`src/rtl/alu2_arbiter_if.sv`:
```
// Requester, ALU and response signals of the ALU2 arbiter.
// The slave side is the arbiter; the master side is its environment.
interface alu2_arbiter_if;
  logic        req0_valid;
  logic        req0_ready;
  logic [3:0]  req0_op;
  logic [7:0]  req0_a;
  logic [7:0]  req0_b;
  logic        req1_valid;
  logic        req1_ready;
  logic [3:0]  req1_op;
  logic [7:0]  req1_a;
  logic [7:0]  req1_b;
  logic [7:0]  alu_a;
  logic [7:0]  alu_b;
  logic [15:0] alu_opdec;
  logic [3:0]  alu_rl;
  logic [3:0]  alu_rh;
  logic        rsp_valid;
  logic        rsp_ready;
  logic        rsp_id;
  logic [7:0]  rsp_result;
  logic        rsp_err;

  modport master (
    output req0_valid, req0_op, req0_a, req0_b,
    output req1_valid, req1_op, req1_a, req1_b,
    output alu_rl, alu_rh, rsp_ready,
    input  req0_ready, req1_ready,
    input  alu_a, alu_b, alu_opdec,
    input  rsp_valid, rsp_id, rsp_result, rsp_err
  );

  modport slave (
    input  req0_valid, req0_op, req0_a, req0_b,
    input  req1_valid, req1_op, req1_a, req1_b,
    input  alu_rl, alu_rh, rsp_ready,
    output req0_ready, req1_ready,
    output alu_a, alu_b, alu_opdec,
    output rsp_valid, rsp_id, rsp_result, rsp_err
  );
endinterface

```
`src/rtl/alu2_arbiter.sv`:
```
// Two-requester round-robin arbiter and sequencer
// for the shared 8-bit ALU2 datapath.
module alu2_arbiter #(
  parameter int SETTLE_CYCLES = 1,
  parameter int NUM_OPS       = 9
) (
  input logic           clk,
  input logic           reset_n,
  alu2_arbiter_if.slave bus
);

  typedef enum logic [1:0] {
    IDLE,
    EXEC,
    RESP
  } state_e;

  localparam logic [3:0] CNT_INIT = 4'(SETTLE_CYCLES);
  localparam logic [4:0] OP_LIM   = 5'(NUM_OPS);

  state_e     state_d, state_q;
  logic       ptr_d, ptr_q;
  logic       id_d, id_q;
  logic       err_d, err_q;
  logic [3:0] op_d, op_q;
  logic [3:0] cnt_d, cnt_q;
  logic [7:0] a_d, a_q;
  logic [7:0] b_d, b_q;
  logic [7:0] res_d, res_q;
  logic       g0, g1;
  logic       legal;

  assign legal = {1'b0, op_q} < OP_LIM;

  // Grant in IDLE only; the pointer breaks ties, never while in reset.
  always_comb begin
    g0 = 1'b0;
    g1 = 1'b0;
    if (state_q == IDLE && reset_n) begin
      if (bus.req0_valid && bus.req1_valid) begin
        g0 = !ptr_q;
        g1 = ptr_q;
      end else begin
        g0 = bus.req0_valid;
        g1 = bus.req1_valid;
      end
    end
  end

  assign bus.req0_ready = g0;
  assign bus.req1_ready = g1;
  assign bus.alu_a      = a_q;
  assign bus.alu_b      = b_q;
  assign bus.alu_opdec  = (state_q == EXEC && legal) ?
                          (16'd1 << op_q) : 16'd0;
  assign bus.rsp_valid  = state_q == RESP;
  assign bus.rsp_id     = id_q;
  assign bus.rsp_result = res_q;
  assign bus.rsp_err    = err_q;

  // Next-state: accept, settle, capture, then hold the response.
  always_comb begin
    state_d = state_q;
    ptr_d   = ptr_q;
    id_d    = id_q;
    op_d    = op_q;
    a_d     = a_q;
    b_d     = b_q;
    cnt_d   = cnt_q;
    res_d   = res_q;
    err_d   = err_q;
    unique case (state_q)
      IDLE: begin
        if (g0 || g1) begin
          id_d    = g1;
          op_d    = g1 ? bus.req1_op : bus.req0_op;
          a_d     = g1 ? bus.req1_a : bus.req0_a;
          b_d     = g1 ? bus.req1_b : bus.req0_b;
          cnt_d   = CNT_INIT;
          state_d = EXEC;
        end
      end
      EXEC: begin
        cnt_d = cnt_q - 4'd1;
        if (cnt_q == 4'd1) begin
          res_d   = legal ? {bus.alu_rh, bus.alu_rl} : 8'h00;
          err_d   = !legal;
          state_d = RESP;
        end
      end
      RESP: begin
        if (bus.rsp_ready) begin
          ptr_d   = !id_q;
          state_d = IDLE;
        end
      end
      default: state_d = IDLE;
    endcase
  end

  // State and datapath registers; reset discards any in-flight command.
  always_ff @(posedge clk or negedge reset_n) begin
    if (!reset_n) begin
      state_q <= IDLE;
      ptr_q   <= 1'b0;
      id_q    <= 1'b0;
      err_q   <= 1'b0;
      op_q    <= 4'd0;
      cnt_q   <= 4'd0;
      a_q     <= 8'h00;
      b_q     <= 8'h00;
      res_q   <= 8'h00;
    end else begin
      state_q <= state_d;
      ptr_q   <= ptr_d;
      id_q    <= id_d;
      err_q   <= err_d;
      op_q    <= op_d;
      cnt_q   <= cnt_d;
      a_q     <= a_d;
      b_q     <= b_d;
      res_q   <= res_d;
    end
  end

endmodule

```
`src/flat_wrapper.sv`:
```
// flat-port wrapper written by rule: the top's interface ports become plain ports
module alu2_arbiter_flat 
#(
  parameter int SETTLE_CYCLES = 1,
  parameter int NUM_OPS       = 9
)
  (clk, reset_n, bus_req0_valid, bus_req0_op, bus_req0_a, bus_req0_b, bus_req1_valid, bus_req1_op, bus_req1_a, bus_req1_b, bus_alu_rl, bus_alu_rh, bus_rsp_ready, bus_req0_ready, bus_req1_ready, bus_alu_a, bus_alu_b, bus_alu_opdec, bus_rsp_valid, bus_rsp_id, bus_rsp_result, bus_rsp_err);
  alu2_arbiter_if bus_i ();
  input logic clk;
  input logic reset_n;
  input wire logic [$bits(bus_i.req0_valid)-1:0] bus_req0_valid;
  input wire logic [$bits(bus_i.req0_op)-1:0] bus_req0_op;
  input wire logic [$bits(bus_i.req0_a)-1:0] bus_req0_a;
  input wire logic [$bits(bus_i.req0_b)-1:0] bus_req0_b;
  input wire logic [$bits(bus_i.req1_valid)-1:0] bus_req1_valid;
  input wire logic [$bits(bus_i.req1_op)-1:0] bus_req1_op;
  input wire logic [$bits(bus_i.req1_a)-1:0] bus_req1_a;
  input wire logic [$bits(bus_i.req1_b)-1:0] bus_req1_b;
  input wire logic [$bits(bus_i.alu_rl)-1:0] bus_alu_rl;
  input wire logic [$bits(bus_i.alu_rh)-1:0] bus_alu_rh;
  input wire logic [$bits(bus_i.rsp_ready)-1:0] bus_rsp_ready;
  output wire logic [$bits(bus_i.req0_ready)-1:0] bus_req0_ready;
  output wire logic [$bits(bus_i.req1_ready)-1:0] bus_req1_ready;
  output wire logic [$bits(bus_i.alu_a)-1:0] bus_alu_a;
  output wire logic [$bits(bus_i.alu_b)-1:0] bus_alu_b;
  output wire logic [$bits(bus_i.alu_opdec)-1:0] bus_alu_opdec;
  output wire logic [$bits(bus_i.rsp_valid)-1:0] bus_rsp_valid;
  output wire logic [$bits(bus_i.rsp_id)-1:0] bus_rsp_id;
  output wire logic [$bits(bus_i.rsp_result)-1:0] bus_rsp_result;
  output wire logic [$bits(bus_i.rsp_err)-1:0] bus_rsp_err;
  assign bus_i.req0_valid = bus_req0_valid;
  assign bus_i.req0_op = bus_req0_op;
  assign bus_i.req0_a = bus_req0_a;
  assign bus_i.req0_b = bus_req0_b;
  assign bus_i.req1_valid = bus_req1_valid;
  assign bus_i.req1_op = bus_req1_op;
  assign bus_i.req1_a = bus_req1_a;
  assign bus_i.req1_b = bus_req1_b;
  assign bus_i.alu_rl = bus_alu_rl;
  assign bus_i.alu_rh = bus_alu_rh;
  assign bus_i.rsp_ready = bus_rsp_ready;
  assign bus_req0_ready = bus_i.req0_ready;
  assign bus_req1_ready = bus_i.req1_ready;
  assign bus_alu_a = bus_i.alu_a;
  assign bus_alu_b = bus_i.alu_b;
  assign bus_alu_opdec = bus_i.alu_opdec;
  assign bus_rsp_valid = bus_i.rsp_valid;
  assign bus_rsp_id = bus_i.rsp_id;
  assign bus_rsp_result = bus_i.rsp_result;
  assign bus_rsp_err = bus_i.rsp_err;
  alu2_arbiter #(.SETTLE_CYCLES(SETTLE_CYCLES), .NUM_OPS(NUM_OPS)) u_core (.clk(clk), .reset_n(reset_n), .bus(bus_i));
endmodule
```
`config.mk`:
```
export PLATFORM = sky130hd
export DESIGN_NAME = alu2_arbiter_flat
export DESIGN_NICKNAME = d
export VERILOG_FILES = /design/src/rtl/alu2_arbiter_if.sv /design/src/rtl/alu2_arbiter.sv /design/src/flat_wrapper.sv
export SDC_FILE = /design/constraint.sdc
export NUM_CORES = 1
export LEC_CHECK = 0
export CORE_ASPECT_RATIO = 1.1
export CORE_MARGIN = 1.5
export CORE_UTILIZATION = 44
export CTS_CLUSTER_DIAMETER = 60
export DETAILED_ROUTE_END_ITERATION = 6
export PLACE_DENSITY = 0.85
export REMOVE_ABC_BUFFERS = 1
export SETUP_SLACK_MARGIN = 0.02
export SYNTH_ARGS = -nofsm -noshare
export SYNTH_HDL_FRONTEND = slang
export SYNTH_SLANG_ARGS = --single-unit
```
`constraint.sdc`:
```
create_clock -name clk -period 2.9 [get_ports clk]
set_input_delay 0.29 -clock clk [delete_from_list [all_inputs] [get_ports clk]]
set_output_delay 0.29 -clock clk [all_outputs]
set_load 0.05 [all_outputs]
```
==> results of run 1 <==
[power groups by stage]
stage          combinational (mW)  clock, mW  sequential [mW]
6_report                     1.86      0.553            0.943
3_5_place_dp                 1.85          0            0.939
5_1_grt                      1.97      0.576            0.970
3_3_place_gp                 1.83          0            0.930
4_1_cts                      1.87      0.563            0.937
2_1_floorplan               0.648          0             1.48
[stage by stage]
stage / setup slack (ps) / total power, mW
4_1_cts: 130 / 3.37
3_5_place_dp: 486 / 2.79
6_report: 141 / 3.35
3_3_place_gp: 536 / 2.76
2_1_floorplan: 300 / 2.13
5_1_grt: 20.4 / 3.51
[logic make-up (layout without fill, tap and decap cells)]
group | after synthesis | after routing
DFF | 37 | 37
and+or+nand+nor | 60 | 60
xor gates and xnor gates | 2 | 2
other | 1 | 7
AOI/OAI and AO/OA | 76 | 76
muxes | 1 | 1
buffers and inverters | 30 | 110
adders and majority gates | 2 | 2
[layout make-up]
cell class	instances	share of cell area, %
clock inverter	3	2.20
tap	54	2.16
timing repair buffer	98	31.3
sequential	37	29.6
clock buffer	5	2.20
inverter	4	0.480
multi-input combinational	148	32.1
[cells in the final DEF (no fill, tap or decap), drive strengths merged, types with 3 or more instances in the layout]
| cell | n |
|---|---|
| dfrtp | 37 |
| nor3b | 3 |
| conb | 7 |
| o211ai | 19 |
| inv | 5 |
| a22o | 8 |
| clkbuf | 5 |
| nand3b | 3 |
| nand2b | 4 |
| nand2 | 27 |
| clkdlybuf4s50 | 87 |
| o22a | 19 |
| o21ai | 3 |
| buf | 10 |
| o31a | 20 |
| nor3 | 5 |
| nor2 | 10 |
[layer usage]
layer / GRT usage, % / vias to the layer above / wire length (um)
li1: - / 926 / -
met1: 31.5 / 972 / 2400
met2: 41.9 / 76 / 3040
met3: 5.98 / 6 / 341
met4: 6.89 / 0 / 59
met5: 0 / - / 0
[cells in the mapped netlist, types with 2 or more instances]
master	number	area, um^2
nor2b_1	2	12.5
buf_2	4	20.0
ha_1	2	25.0
clkbuf_1	13	48.8
o21ai_0	3	15.0
nand2_1	27	101
nor2_1	10	37.5
o22a_1	19	166
nor3_1	4	20.0
a21oi_1	2	10.0
buf_4	7	52.6
nor3b_2	2	25.0
o211ai_1	19	143
o31a_1	20	175
a22o_1	8	70.1
inv_1	4	15.0
dfrtp_1	37	926
buf_6	2	22.5
nand3b_1	3	22.5
nand2b_1	4	25.0
o22ai_1	2	12.5
[worst min-delay path by stage]
stage          startpoint                               to  slack (ps)
2_1_floorplan     reset_n  u_core.bus.alu_a[0]$_DFFE_PN0P_          -6
3_3_place_gp      reset_n    u_core.state_q[1]$_DFFE_PN0P_         170
3_5_place_dp      reset_n    u_core.state_q[1]$_DFFE_PN0P_         180
4_1_cts           reset_n    u_core.state_q[1]$_DFFE_PN0P_         380
5_1_grt           reset_n    u_core.state_q[1]$_DFFE_PN0P_         400
6_report          reset_n    u_core.state_q[1]$_DFFE_PN0P_         380
[flip-flops by register name (all words and copies together), names as in the netlist]
| register | count |
|---|---|
| u_core.bus.alu_b | 8 |
| u_core.bus.alu_a | 8 |
| u_core.bus.rsp_err | 1 |
| u_core.bus.rsp_result | 8 |
| u_core.op_q | 4 |
| u_core.bus.rsp_id | 1 |
| u_core.ptr_q | 1 |
| u_core.state_q | 2 |
| u_core.cnt_q | 4 |
[worst max-delay path, cell delays in order (launching register included)]
cell,delay (ps)
dfrtp_1,440
nand2b_1,300
or3_1,430
nor3_1,160
clkdlybuf4s50_1,830
==> flow_metrics.env, run 1 <==
export IMPL_rsz0062_at_grt="no"
export IMPL_cts_num_sinks=37
export IMPL_hold_buffers=1
export IMPL_cp_end_kind="primary output"
export IMPL_placement_io_buffers=90
export IMPL_globalRouteTotalUtil_pct=24.7
export IMPL_diodes=0
export IMPL_fillerInstances=340
export IMPL_grt_pass1_wl_um=9470
export IMPL_cts_resized=0
export IMPL_syn_area_um2=2060
export IMPL_critical_path_class="flop to primary output"
export IMPL_powerDensity_nw_per_um2=1070
export IMPL_synth_simple_area_share_pct=14.9
export IMPL_pwr_share_comb_pct=55.4
export IMPL_reg2reg_slack_ps=1100
export IMPL_r2r_start="u_core.state_q[0]$_DFFE_PN0P_"
export IMPL_slew_viol_final=0
export IMPL_drive_gt1_share_pct=8.14
export IMPL_gp_congestion=0.847
export IMPL_p_seq_share_pct=28.1
export IMPL_synth_compound_area_share_pct=29.7
export IMPL_core_um2=4410
export IMPL_max_freq_mhz=363
export IMPL_period_minus_slack_ps=2760
export IMPL_leakage_nw=1.23
export IMPL_start_util_pct=46.8
export IMPL_grt_overflow=0
export IMPL_htreeDepth=2
export IMPL_worstMarginPinSlew_ps=910
export IMPL_final_nets=349
export IMPL_crit_end="bus_alu_opdec[0]"
export IMPL_hold_violations=0
export IMPL_finalSetupViolCount=0
export IMPL_fin_skew_ps=9.68
export IMPL_p_int_mw=1.80
export IMPL_dr_pass1_iters=4
export IMPL_vias=1980
export IMPL_seq_area_um2=926
export IMPL_worst_path_max_fanout=9
export IMPL_holdWs_ps=381
export IMPL_instances_no_fill=349
export IMPL_synthAdderAreaFrac_pct=1.21
export IMPL_syn_inst=209
export IMPL_startpoint_type="flop"
export IMPL_clk_latency_ps=300
export IMPL_cts_root_buf="clkbuf_8"
export IMPL_arrival_ps=2470
export IMPL_viasPerCell=5.67
export IMPL_grt_pass1_vias=1985
export IMPL_drc_errors=0
export IMPL_setup_tns_ps=0
export IMPL_outcome="finished, final reports clean"
export IMPL_max_cap_violations=0
export IMPL_cts_made_buffers=5
export IMPL_dieHeight_um=74.8
export IMPL_boundaryPins=98
export IMPL_final_util_pct=70.9
export IMPL_async_reset_ff_share_pct=100
export IMPL_first_iter_violations=91
export IMPL_slew_headroom_pct=39.4
export IMPL_synth_xor_area_share_pct=0.850
export IMPL_dp_hpwl_um=4000
export IMPL_ys_flop_type="dfrtp_1"
export IMPL_min_period_over_period_pct=95.1
export IMPL_rows=25
export IMPL_netlist_cell_type_count=36
export IMPL_drt_wl_total_um=5850
export IMPL_critPathRequiredTime_ps=2610
export IMPL_reg2reg_depth=3
export IMPL_cts_tree="yes"
export IMPL_crit_start="u_core.state_q[1]$_DFFE_PN0P_"
export IMPL_holdCritPathClass="input port to async pin"
export IMPL_wire_per_inst_um=16.7
export IMPL_switching_share_pct=46.3
export IMPL_placed_cell_area_um2=2980
export IMPL_synth_edff_count=0
export IMPL_grt_antenna_before_repair=0
export IMPL_yosysSeqAreaShare_pct=44.9
export IMPL_reg2reg_to="u_core.cnt_q[1]$_DFFE_PN0P_"
export IMPL_synth_top_family_by_area="compound AO/OA/AOI/OAI gates"
export IMPL_multi_input_area_um2=1000
export IMPL_cts_clk_slew_worst_paths_ps=90
export IMPL_postRouteAntennaNets=0
export IMPL_vdd_drop_max_uv=605
export IMPL_dp_cells=340
export IMPL_grt_max_degree=29
export IMPL_cts_buffer_depth=2
export IMPL_die_w_um=68.3
export IMPL_dieArea_um2=5110
export IMPL_synth_avg_cell_area_um2=9.87
export IMPL_fin_area_um2=3130
export IMPL_syn_to_final_growth_pct=51.6
export IMPL_synth_mux_area_share_pct=0.546
export IMPL_ys_ff_latch=37
export IMPL_postCtsSetupRepairBufs=0
export IMPL_ys_warn_count=0
export IMPL_power_frac_clock_pct=16.5
export IMPL_p_sw_mw=1.55
(Power assumes the default switching activity.)
==> inputs of run 2 (changes only) <==
--- a/config.mk
+++ b/config.mk
@@ -7,10 +7,11 @@
 export LEC_CHECK = 0
 export CORE_ASPECT_RATIO = 1.1
 export CORE_MARGIN = 1.5
-export CORE_UTILIZATION = 44
+export CORE_UTILIZATION = 45
 export CTS_CLUSTER_DIAMETER = 60
 export DETAILED_ROUTE_END_ITERATION = 6
-export PLACE_DENSITY = 0.85
+export DONT_BUFFER_PORTS = 1
+export RECOVER_POWER = 100
 export REMOVE_ABC_BUFFERS = 1
 export SETUP_SLACK_MARGIN = 0.02
 export SYNTH_ARGS = -nofsm -noshare
==> flow_metrics.env, run 2 (synthesis gave the netlist of run 1 again) <==
export IMPL_outcome="finished, final reports clean"
export IMPL_cts_num_sinks=37
export IMPL_cts_resized=0
export IMPL_final_cell_mix="dfrtp_1, nand2_1, o31a_1"
export IMPL_postCtsSetupRepairBufs=0
export IMPL_cts_buffer_depth=2
export IMPL_period_minus_slack_ps=2400
export IMPL_worst_path_max_fanout=9
export IMPL_start_util_pct=47.4
export IMPL_critical_path_class="flop to primary output"
export IMPL_grt_pass1_wl_um=8150
export IMPL_multi_input_area_um2=990
export IMPL_finalSetupViolCount=0
export IMPL_placement_io_buffers=0
export IMPL_drive_gt1_share_pct=7.51
export IMPL_globalRouteTotalUtil_pct=21.9
export IMPL_min_period_over_period_pct=82.9
export IMPL_dp_slack_ps=782
export IMPL_fillerInstances=415
export IMPL_vdd_drop_max_uv=536
export IMPL_placed_cell_area_um2=2120
export IMPL_drt_wl_total_um=5340
export IMPL_wire_per_inst_um=20.0
export IMPL_cp_end_kind="primary output"
export IMPL_fin_area_um2=2210
export IMPL_seq_area_um2=926
export IMPL_cts_root_buf="clkbuf_8"
export IMPL_grt_max_degree=38
export IMPL_final_util_pct=50.9
export IMPL_max_freq_mhz=416
export IMPL_rows=25
export IMPL_grt_antenna_before_repair=0
export IMPL_layout_setup_ws_ps=497
export IMPL_hold_violations=0
export IMPL_holdWs_ps=118
export IMPL_first_iter_violations=65
export IMPL_hold_buffers=2
export IMPL_grt_pass1_vias=1647
export IMPL_setup_tns_ps=0
export IMPL_mostFrequentLayoutCell="dfrtp_1"
export IMPL_dp_hpwl_um=3570
export IMPL_boundaryPins=98
export IMPL_diodes=0
export IMPL_startpoint_type="flop"
export IMPL_cts_clk_slew_worst_paths_ps=70
export IMPL_fin_skew_ps=4.49
export IMPL_drc_errors=0
export IMPL_grt_overflow=0
export IMPL_finalPower_mw=2.81
export IMPL_dr_pass1_iters=4
export IMPL_slew_viol_final=0
export IMPL_slew_headroom_pct=22.4
export IMPL_htreeDepth=2
export IMPL_arrival_ps=2110
export IMPL_gp_congestion=0.798
export IMPL_cts_made_buffers=5
export IMPL_cts_tree="yes"
export IMPL_dp_cells=257
export IMPL_critPathRequiredTime_ps=2610
export IMPL_holdCritPathClass="input port to flop"
export IMPL_dieArea_um2=5000
export IMPL_instances_no_fill=267
export IMPL_powerDensity_nw_per_um2=1270
export IMPL_max_cap_violations=0
export IMPL_clk_latency_ps=290
export IMPL_core_um2=4350
export IMPL_dieHeight_um=74.0
export IMPL_worstMarginPinSlew_ps=1160
export IMPL_vias=1667
export IMPL_final_nets=267
export IMPL_postRouteAntennaNets=0
export IMPL_rsz0062_at_grt="no"
export IMPL_syn_to_final_growth_pct=7.34
export IMPL_leakage_nw=0.867
export IMPL_die_w_um=67.5
export IMPL_viasPerCell=6.24
[run 2: path summary, 6_finish.rpt]
path / from / end / slack [ps] / cells after the start
setup / recovery: u_core.state_q[1]$_DFFE_PN0P_ / bus_alu_opdec[0] / 500 / 4
hold / removal: bus_rsp_ready / u_core.state_q[1]$_DFFE_PN0P_ / 120 / 1
setup reg to reg: u_core.state_q[0]$_DFFE_PN0P_ / u_core.cnt_q[1]$_DFFE_PN0P_ / 500 / 4
hold reg to reg: u_core.ptr_q$_DFFE_PN0P_ / u_core.ptr_q$_DFFE_PN0P_ / 540 / 2
max in group asynchronous: reset_n / u_core.bus.rsp_err$_DFFE_PN0P_ / 2230 / 2
min in group asynchronous: reset_n / u_core.bus.rsp_result[6]$_DFFE_PN0P_ / 480 / 2
[run 2: metal layers]
metal | GRT usage [%] | vias to the layer above | routed length (um) | part of all wire (%)
met5 | 0 | - | 0 | 0
met4 | 8.16 | 0 | 96 | 1.8
met3 | 6.05 | 7 | 434 | 8.1
met2 | 37.6 | 72 | 2660 | 50
met1 | 26.1 | 821 | 2150 | 40
li1 | - | 767 | - | -
[run 2: area by class of cell]
class | count | area share (%)
Multi-Input combinational cell | 148 | 44.7
Sequential cell | 37 | 41.8
Clock buffer | 6 | 3.73
Inverter | 4 | 0.678
Timing Repair Buffer | 16 | 4.30
Tap cell | 54 | 3.05
Clock inverter | 2 | 1.70
[run 2: worst max-delay path, stage by stage (launching register included)]
cell      delay [ps]
dfrtp_1          440
nand2b_1         300
or3_1            430
nor3_1           170
clkbuf_1         490
[run 2: power by group]
| part | internal, mW | switching [mW] |
|---|---|---|
| sequential | 0.738 | 0.796 |
| clock | 0.280 | 0.186 |
| combinational | 0.342 | 0.473 |
